`src/rtl/crtc.sv`:
```
// 6845-style CRT controller for the Colour Genie video path: character/raster
// timing, refresh addressing, sync, display enable and cursor, Z80-programmable.
module crtc #(
  parameter int HSW0 = 16,
  parameter int VSW0 = 16
) (
  input  logic        clock,
  input  logic        reset,
  input  logic        cce,
  input  logic        cs,
  input  logic        rs,
  input  logic        wr,
  input  logic        rd,
  input  logic [7:0]  d,
  output logic [7:0]  q,
  output logic        hsync,
  output logic        vsync,
  output logic        de,
  output logic [13:0] ma,
  output logic [4:0]  ra,
  output logic        cursor
);

  logic [7:0]  r0, r1, r2, r3;
  logic [6:0]  r4, r6, r7, r10;
  logic [4:0]  r5, r9, r11;
  logic [5:0]  r12, r14;
  logic [7:0]  r13, r15;
  logic [4:0]  index;

  logic [7:0]  hCount;
  logic [6:0]  row;
  logic [4:0]  raCount;
  logic [4:0]  adjCount;
  logic        inAdj;
  logic [4:0]  hsWidth;
  logic [4:0]  vsWidth;
  logic [4:0]  field;
  logic [13:0] lineStart;

  // A programmed width of zero selects the default width.
  function automatic logic [4:0] syncWidth(input logic [3:0] prog, input logic [4:0] dflt);
    return (prog == 4'd0) ? dflt : {1'b0, prog};
  endfunction

  logic        lineEnd_p0, scanEnd_p0, lastRow_p0, adjEnd_p0, frameEnd_p0;
  logic        hsStart_p0, vsStart_p0;
  logic [4:0]  hsLen_p0, vsLen_p0;
  logic        hde_p0, vde_p0, de_p0, hsync_p0, vsync_p0;
  logic        blink_p0, curRows_p0, cursor_p0;
  logic [13:0] ma_p0;

  // p0: decode the current character cell from the counters
  always_comb begin
    lineEnd_p0  = (hCount == r0);
    scanEnd_p0  = (raCount == r9);
    lastRow_p0  = (row == r4);
    adjEnd_p0   = inAdj && (adjCount == (r5 - 5'd1));
    frameEnd_p0 = adjEnd_p0 || (!inAdj && scanEnd_p0 && lastRow_p0 && (r5 == 5'd0));

    hsLen_p0    = syncWidth(r3[3:0], 5'(HSW0));
    vsLen_p0    = syncWidth(r3[7:4], 5'(VSW0));
    hsStart_p0  = (hCount == r2);
    vsStart_p0  = (row == r7) && (raCount == 5'd0) && !inAdj;
    hsync_p0    = hsStart_p0 || (hsWidth != 5'd0);
    vsync_p0    = vsStart_p0 || (vsWidth != 5'd0);

    hde_p0      = (hCount < r1);
    vde_p0      = (row < r6) && !inAdj;
    de_p0       = hde_p0 && vde_p0;
    ma_p0       = lineStart + {6'd0, hCount};

    blink_p0 = 1'b1;
    case (r10[6:5])
      2'b00:   blink_p0 = 1'b1;
      2'b01:   blink_p0 = 1'b0;
      2'b10:   blink_p0 = field[3];
      default: blink_p0 = field[4];
    endcase
    curRows_p0 = (raCount >= r10[4:0]) && (raCount <= r11);
    cursor_p0  = de_p0 && (ma_p0 == {r14, r15}) && curRows_p0 && blink_p0;
  end

  // CPU register file; writes are level-sensitive and ignore cce
  always_ff @(posedge clock) begin
    if (!reset) begin
      index <= '0;
      r0  <= '0; r1  <= '0; r2  <= '0; r3  <= '0;
      r4  <= '0; r5  <= '0; r6  <= '0; r7  <= '0;
      r9  <= '0; r10 <= '0; r11 <= '0;
      r12 <= '0; r13 <= '0; r14 <= '0; r15 <= '0;
    end else if (!cs && !wr) begin
      if (!rs) begin
        index <= d[4:0];
      end else begin
        case (index)
          5'd0:  r0  <= d;
          5'd1:  r1  <= d;
          5'd2:  r2  <= d;
          5'd3:  r3  <= d;
          5'd4:  r4  <= d[6:0];
          5'd5:  r5  <= d[4:0];
          5'd6:  r6  <= d[6:0];
          5'd7:  r7  <= d[6:0];
          5'd9:  r9  <= d[4:0];
          5'd10: r10 <= d[6:0];
          5'd11: r11 <= d[4:0];
          5'd12: r12 <= d[5:0];
          5'd13: r13 <= d;
          5'd14: r14 <= d[5:0];
          5'd15: r15 <= d;
          default: ;
        endcase
      end
    end
  end

  // Only the cursor address is readable; everything else reads as zero.
  always_ff @(posedge clock) begin
    if (!reset) begin
      q <= '0;
    end else if (!cs && !rd && rs && (index == 5'd14)) begin
      q <= {2'b00, r14};
    end else if (!cs && !rd && rs && (index == 5'd15)) begin
      q <= r15;
    end else begin
      q <= '0;
    end
  end

  // p0 -> next state: advance the timing counters on each character tick
  always_ff @(posedge clock) begin
    if (!reset) begin
      hCount    <= '0;
      row       <= '0;
      raCount   <= '0;
      adjCount  <= '0;
      inAdj     <= 1'b0;
      hsWidth   <= '0;
      vsWidth   <= '0;
      field     <= '0;
      lineStart <= '0;
    end else if (cce) begin
      hCount  <= lineEnd_p0 ? 8'd0 : hCount + 8'd1;
      hsWidth <= hsStart_p0 ? hsLen_p0 - 5'd1
               : (hsWidth != 5'd0) ? hsWidth - 5'd1 : 5'd0;
      if (lineEnd_p0) begin
        vsWidth <= vsStart_p0 ? vsLen_p0 - 5'd1
                 : (vsWidth != 5'd0) ? vsWidth - 5'd1 : 5'd0;
        if (frameEnd_p0) begin
          row       <= '0;
          raCount   <= '0;
          adjCount  <= '0;
          inAdj     <= 1'b0;
          field     <= field + 5'd1;
          lineStart <= {r12, r13};
        end else if (inAdj) begin
          adjCount <= adjCount + 5'd1;
          raCount  <= raCount + 5'd1;
        end else if (scanEnd_p0) begin
          raCount   <= '0;
          lineStart <= lineStart + {6'd0, r1};
          if (lastRow_p0) begin
            inAdj    <= 1'b1;
            adjCount <= '0;
          end else begin
            row <= row + 7'd1;
          end
        end else begin
          raCount <= raCount + 5'd1;
        end
      end
    end
  end

  // p1: registered outputs, all describing the same character cell
  always_ff @(posedge clock) begin
    if (!reset) begin
      hsync  <= 1'b0;
      vsync  <= 1'b0;
      de     <= 1'b0;
      ma     <= '0;
      ra     <= '0;
      cursor <= 1'b0;
    end else if (cce) begin
      hsync  <= hsync_p0;
      vsync  <= vsync_p0;
      de     <= de_p0;
      ma     <= ma_p0;
      ra     <= raCount;
      cursor <= cursor_p0;
    end
  end

endmodule
```
`config.mk`:
```
export PLATFORM = sky130hd
export DESIGN_NAME = crtc
export DESIGN_NICKNAME = d
export VERILOG_FILES = /design/src/rtl/crtc.sv
export SDC_FILE = /design/constraint.sdc
export NUM_CORES = 1
export LEC_CHECK = 0
export BUFFER_PORTS_ARGS = -buffer_cell sky130_fd_sc_hd__buf_2
export CAP_MARGIN = 10
export CORE_MARGIN = 2
export CORE_UTILIZATION = 55
export CTS_CLUSTER_DIAMETER = 40
export DETAILED_ROUTE_END_ITERATION = 6
export PLACE_DENSITY = 0.76
export REMOVE_ABC_BUFFERS = 1
export SLEW_MARGIN = 5
export SYNTH_ARGS = -nofsm -noshare
export SYNTH_HDL_FRONTEND = slang
export SYNTH_SLANG_ARGS = --single-unit
```
`constraint.sdc`:
```
create_clock -name clock -period 4.31 [get_ports clock]
set_input_delay 0.431 -clock clock [delete_from_list [all_inputs] [get_ports clock]]
set_output_delay 0.431 -clock clock [all_outputs]
set_load 0.02 [all_outputs]
```
==> metrics.yaml <==
outcome:
  outcome: "finished clean"
setup_path:
  max_stage_delay_ns: 0.78
  path_max_fanout: 14
  crit_top_cell: "a21boi_1"
  ff2ff_setup_slack_ns: 1.13
  cpLargestDelayFamily: "compound AO/OA/AOI/OAI gates"
  path_class: "flop to flop"
  r2r_end: "lineStart[10]"
  arrival_ns: 3.51
  critPathLaunchType: "flop"
  worstSetupEndpointType: "flop"
  slowest_stage: "nor2b_1"
  path_cells: "inv_1 -> ha_1 -> a21boi_1 -> nor4_2 -> a2111oi_4 -> a21boi_1 -> nor2b_1 -> a21oi_1 -> a211oi_1"
  timing.rr.start: "r5[0]"
  critPathRequiredTime_ns: 4.65
  worst-path-buf-inv: 1
  path_depth: 9
  reg2reg_depth: 9
logic_synthesis:
  async_reset_ff_share_pct: 0
  synth_top_family_by_area: "simple AND/OR/NAND/NOR gates"
  synth_compound_area_share_pct: 10.95
  yosysSeqAreaShare_pct: 38.42
  yosys-top-cells-area: "dfxtp_1 (38%), mux2i_1 (12%), nor2_1 (7.0%)"
  synth_common_cells: "dfxtp_1 (194), nor2_1 (189), mux2i_1 (120), nand2_1 (72), a21oi_1 (57)"
  syn_area_sq_um: 10110
  synthAdderAreaFrac_pct: 6.807
  synthSimpleGateAreaFrac_pct: 19.26
  post_synth_num_cell_types: 67
  synth_top_area_share_pct: 38.42
  synth_ff_type: "dfxtp_1"
  synthCells: 1166
  yosysWarnings: 0
  synth_mux_area_share_pct: 12.10
  synth_edf_count: 0
  syn_avg_cell_area_sq_um: 8.670
  yosysMostFrequentCell: "dfxtp_1"
  synth-seq-cells: 194
  synth_xor_area_share_pct: 8.106
  synth_area_leader_cell: "dfxtp_1"
global_route:
  grt_pass1_vias: 7533
  grt.total_usage_pct: 25.47
  grt_pass1_wl_microns: 39470
  grt_overflow: 0
  antenna_found_initial: 1
  grt_max_degree: 78
finish:
  diodes: 0
  fin_area_sq_um: 11040
  layout.nets: 1246
  area_growth_pct: 9.195
  ff_latch_area_sq_um: 3884
  fin_util_pct: 61.25
  nFillCells: 1552
  multi_input_area_sq_um: 5791
  drive_above_1_share_pct: 8.396
timing:
  setup_viol: 0
  setup_tns_ns: 0
  fin_crit_sh_pct: 73.72
  finClkSkew_ns: 0.01253
  min_period_ns: 3.177
  tightest_slew_ns: 1.129
  drv_slew: 0
  timing.slew.headroom_pct: 24.05
  fmax_mhz: 314.7
  rsz0062_at_grt: "no"
  setup_ws_ns: 1.133
  hold_viol_final: 0
run:
  maxCapViolCount: 0
routing:
  wirelength_microns: 24850
  drc_errors: 0
  vias: 8211
  viasPerCell: 5.782
  antenna_left: 0
  drtIter0Drc: 719
  drt_pre_antenna_iters: 5
  wl_per_cell_microns: 17.50
die:
  io_pins: 46
  start_util_pct: 56.09
  core-area_sq_um: 18020
  die_area_sq_um: 19480
  fp.dieH_microns: 139.6
  dieWidth_microns: 139.6
  rows: 49
clock_tree:
  ctsLongestPathBuffers: 2
  cts_setup_buffers: 0
  cts_resized: 0
  clk_latency_ns: 0.44
  hold_buffers: 0
  cts-root-buf: "clkbuf_16"
  htree_num_levels: 4
  path_clk_slew_ns: 0.07
  numClockSinks: 194
  cts-buffers-inserted: 17
  cts_tree: "done"
min_path:
  hold_class: "input port to flop"
  holdPathStages: 3
  worstHoldEndpoint: "r2[7]"
  hold_path_startpoint: "d[7]"
place:
  port_buffers: 45
  dp_hpwl_microns: 17140
  gp_congestion: 0.9641
  placed_cell_area_sq_um: 10440
  pre_cts_ws_ns: 1.261
power_and_ir_drop:
  irDropWorstVdd_mv: 0.4116
  power_w: 0.003935
  power_density_nw_per_um2: 356.4
  p_leak_nw: 4.927
[flip-flops by register name, summed over array words and instances (netlist names), 8 cells and up]
register / count
r0: 8
ma: 14
r1: 8
r13: 8
q: 8
r3: 8
lineStart: 14
r2: 8
r15: 8
hCount: 8
[tightest hold or removal path: cells and delay by family]
family          cells  cell delay [ns]
compound gates      1             0.06
simple gates        1             0.08
buf+inv             1             0.16
[metrics by stage]
step	instances	hold WS, ns
floorplan	1108	0.4124
global placement	1388	0.4219
detailed placement	1388	0.4274
CTS	1420	0.3353
global route	1420	0.3357
finish	1420	0.3435
[routing by layer]
metal	GRT usage, %	wire, microns	part of all wire, %	vias up
met5	0	0	0	-
li1	-	-	-	4059
met2	41.46	11580	47	257
met1	33.25	10960	44	3847
met3	5.850	1572	6.3	48
met4	9.263	724	2.9	0
[kinds of logic (layout without fill, tap and decap cells)]
family | Yosys count | in the layout
flip-flops | 194 | 194
XOR/XNOR | 92 | 92
AND/OR/NAND/NOR | 418 | 418
multiplexers | 122 | 122
buffers and inverters | 112 | 137
adder cells (fa/ha/maj) | 54 | 54
AO/OA/AOI/OAI | 174 | 174
[where the power goes]
part           switching [W]  leakage [nW]  internal [W]
clock network       0.000722         0.291      0.000895
logic               0.000281          3.07      0.000154
registers          0.0000456          1.57       0.00184
total                0.00105          4.93       0.00289
[worst max path at each step]
stage,from,slack (ns),end
finish,r5[0],1.13,lineStart[10]
global route,r5[0],0.85,lineStart[10]
CTS,r5[0],1.15,lineStart[10]
detailed placement,r5[0],1.26,lineStart[12]
global placement,r5[0],1.39,lineStart[12]
floorplan,reset,0.39,q[6]
[area by class of cell]
| cell class | count | area share, % |
|---|---|---|
| Sequential cell | 194 | 35.18 |
| Tap cell | 229 | 2.595 |
| Clock buffer | 19 | 4.103 |
| Multi-Input combinational cell | 860 | 52.45 |
| Inverter | 54 | 1.859 |
| Timing Repair Buffer | 51 | 2.448 |
| Clock inverter | 13 | 1.360 |
[layout by cell type (no fill, tap or decap), drive strengths merged, types with 7 or more instances in the layout]
cell type	synthesis	layout
or3	9	9
nor4	14	14
ha	51	51
a21oi	57	57
nand4	19	19
mux2i	120	120
xor2	38	38
nor3	20	20
nor2	190	190
xnor2	53	53
nand3	33	33
nor2b	12	12
and3	10	10
a211oi	18	18
a31oi	8	8
dfxtp	194	194
buf	13	51
nand2b	9	9
inv	53	57
nand2	72	72
o21ai	42	42
nor3b	7	7
clkbuf	45	19
No activity file was read; power rests on OpenSTA's default activity.
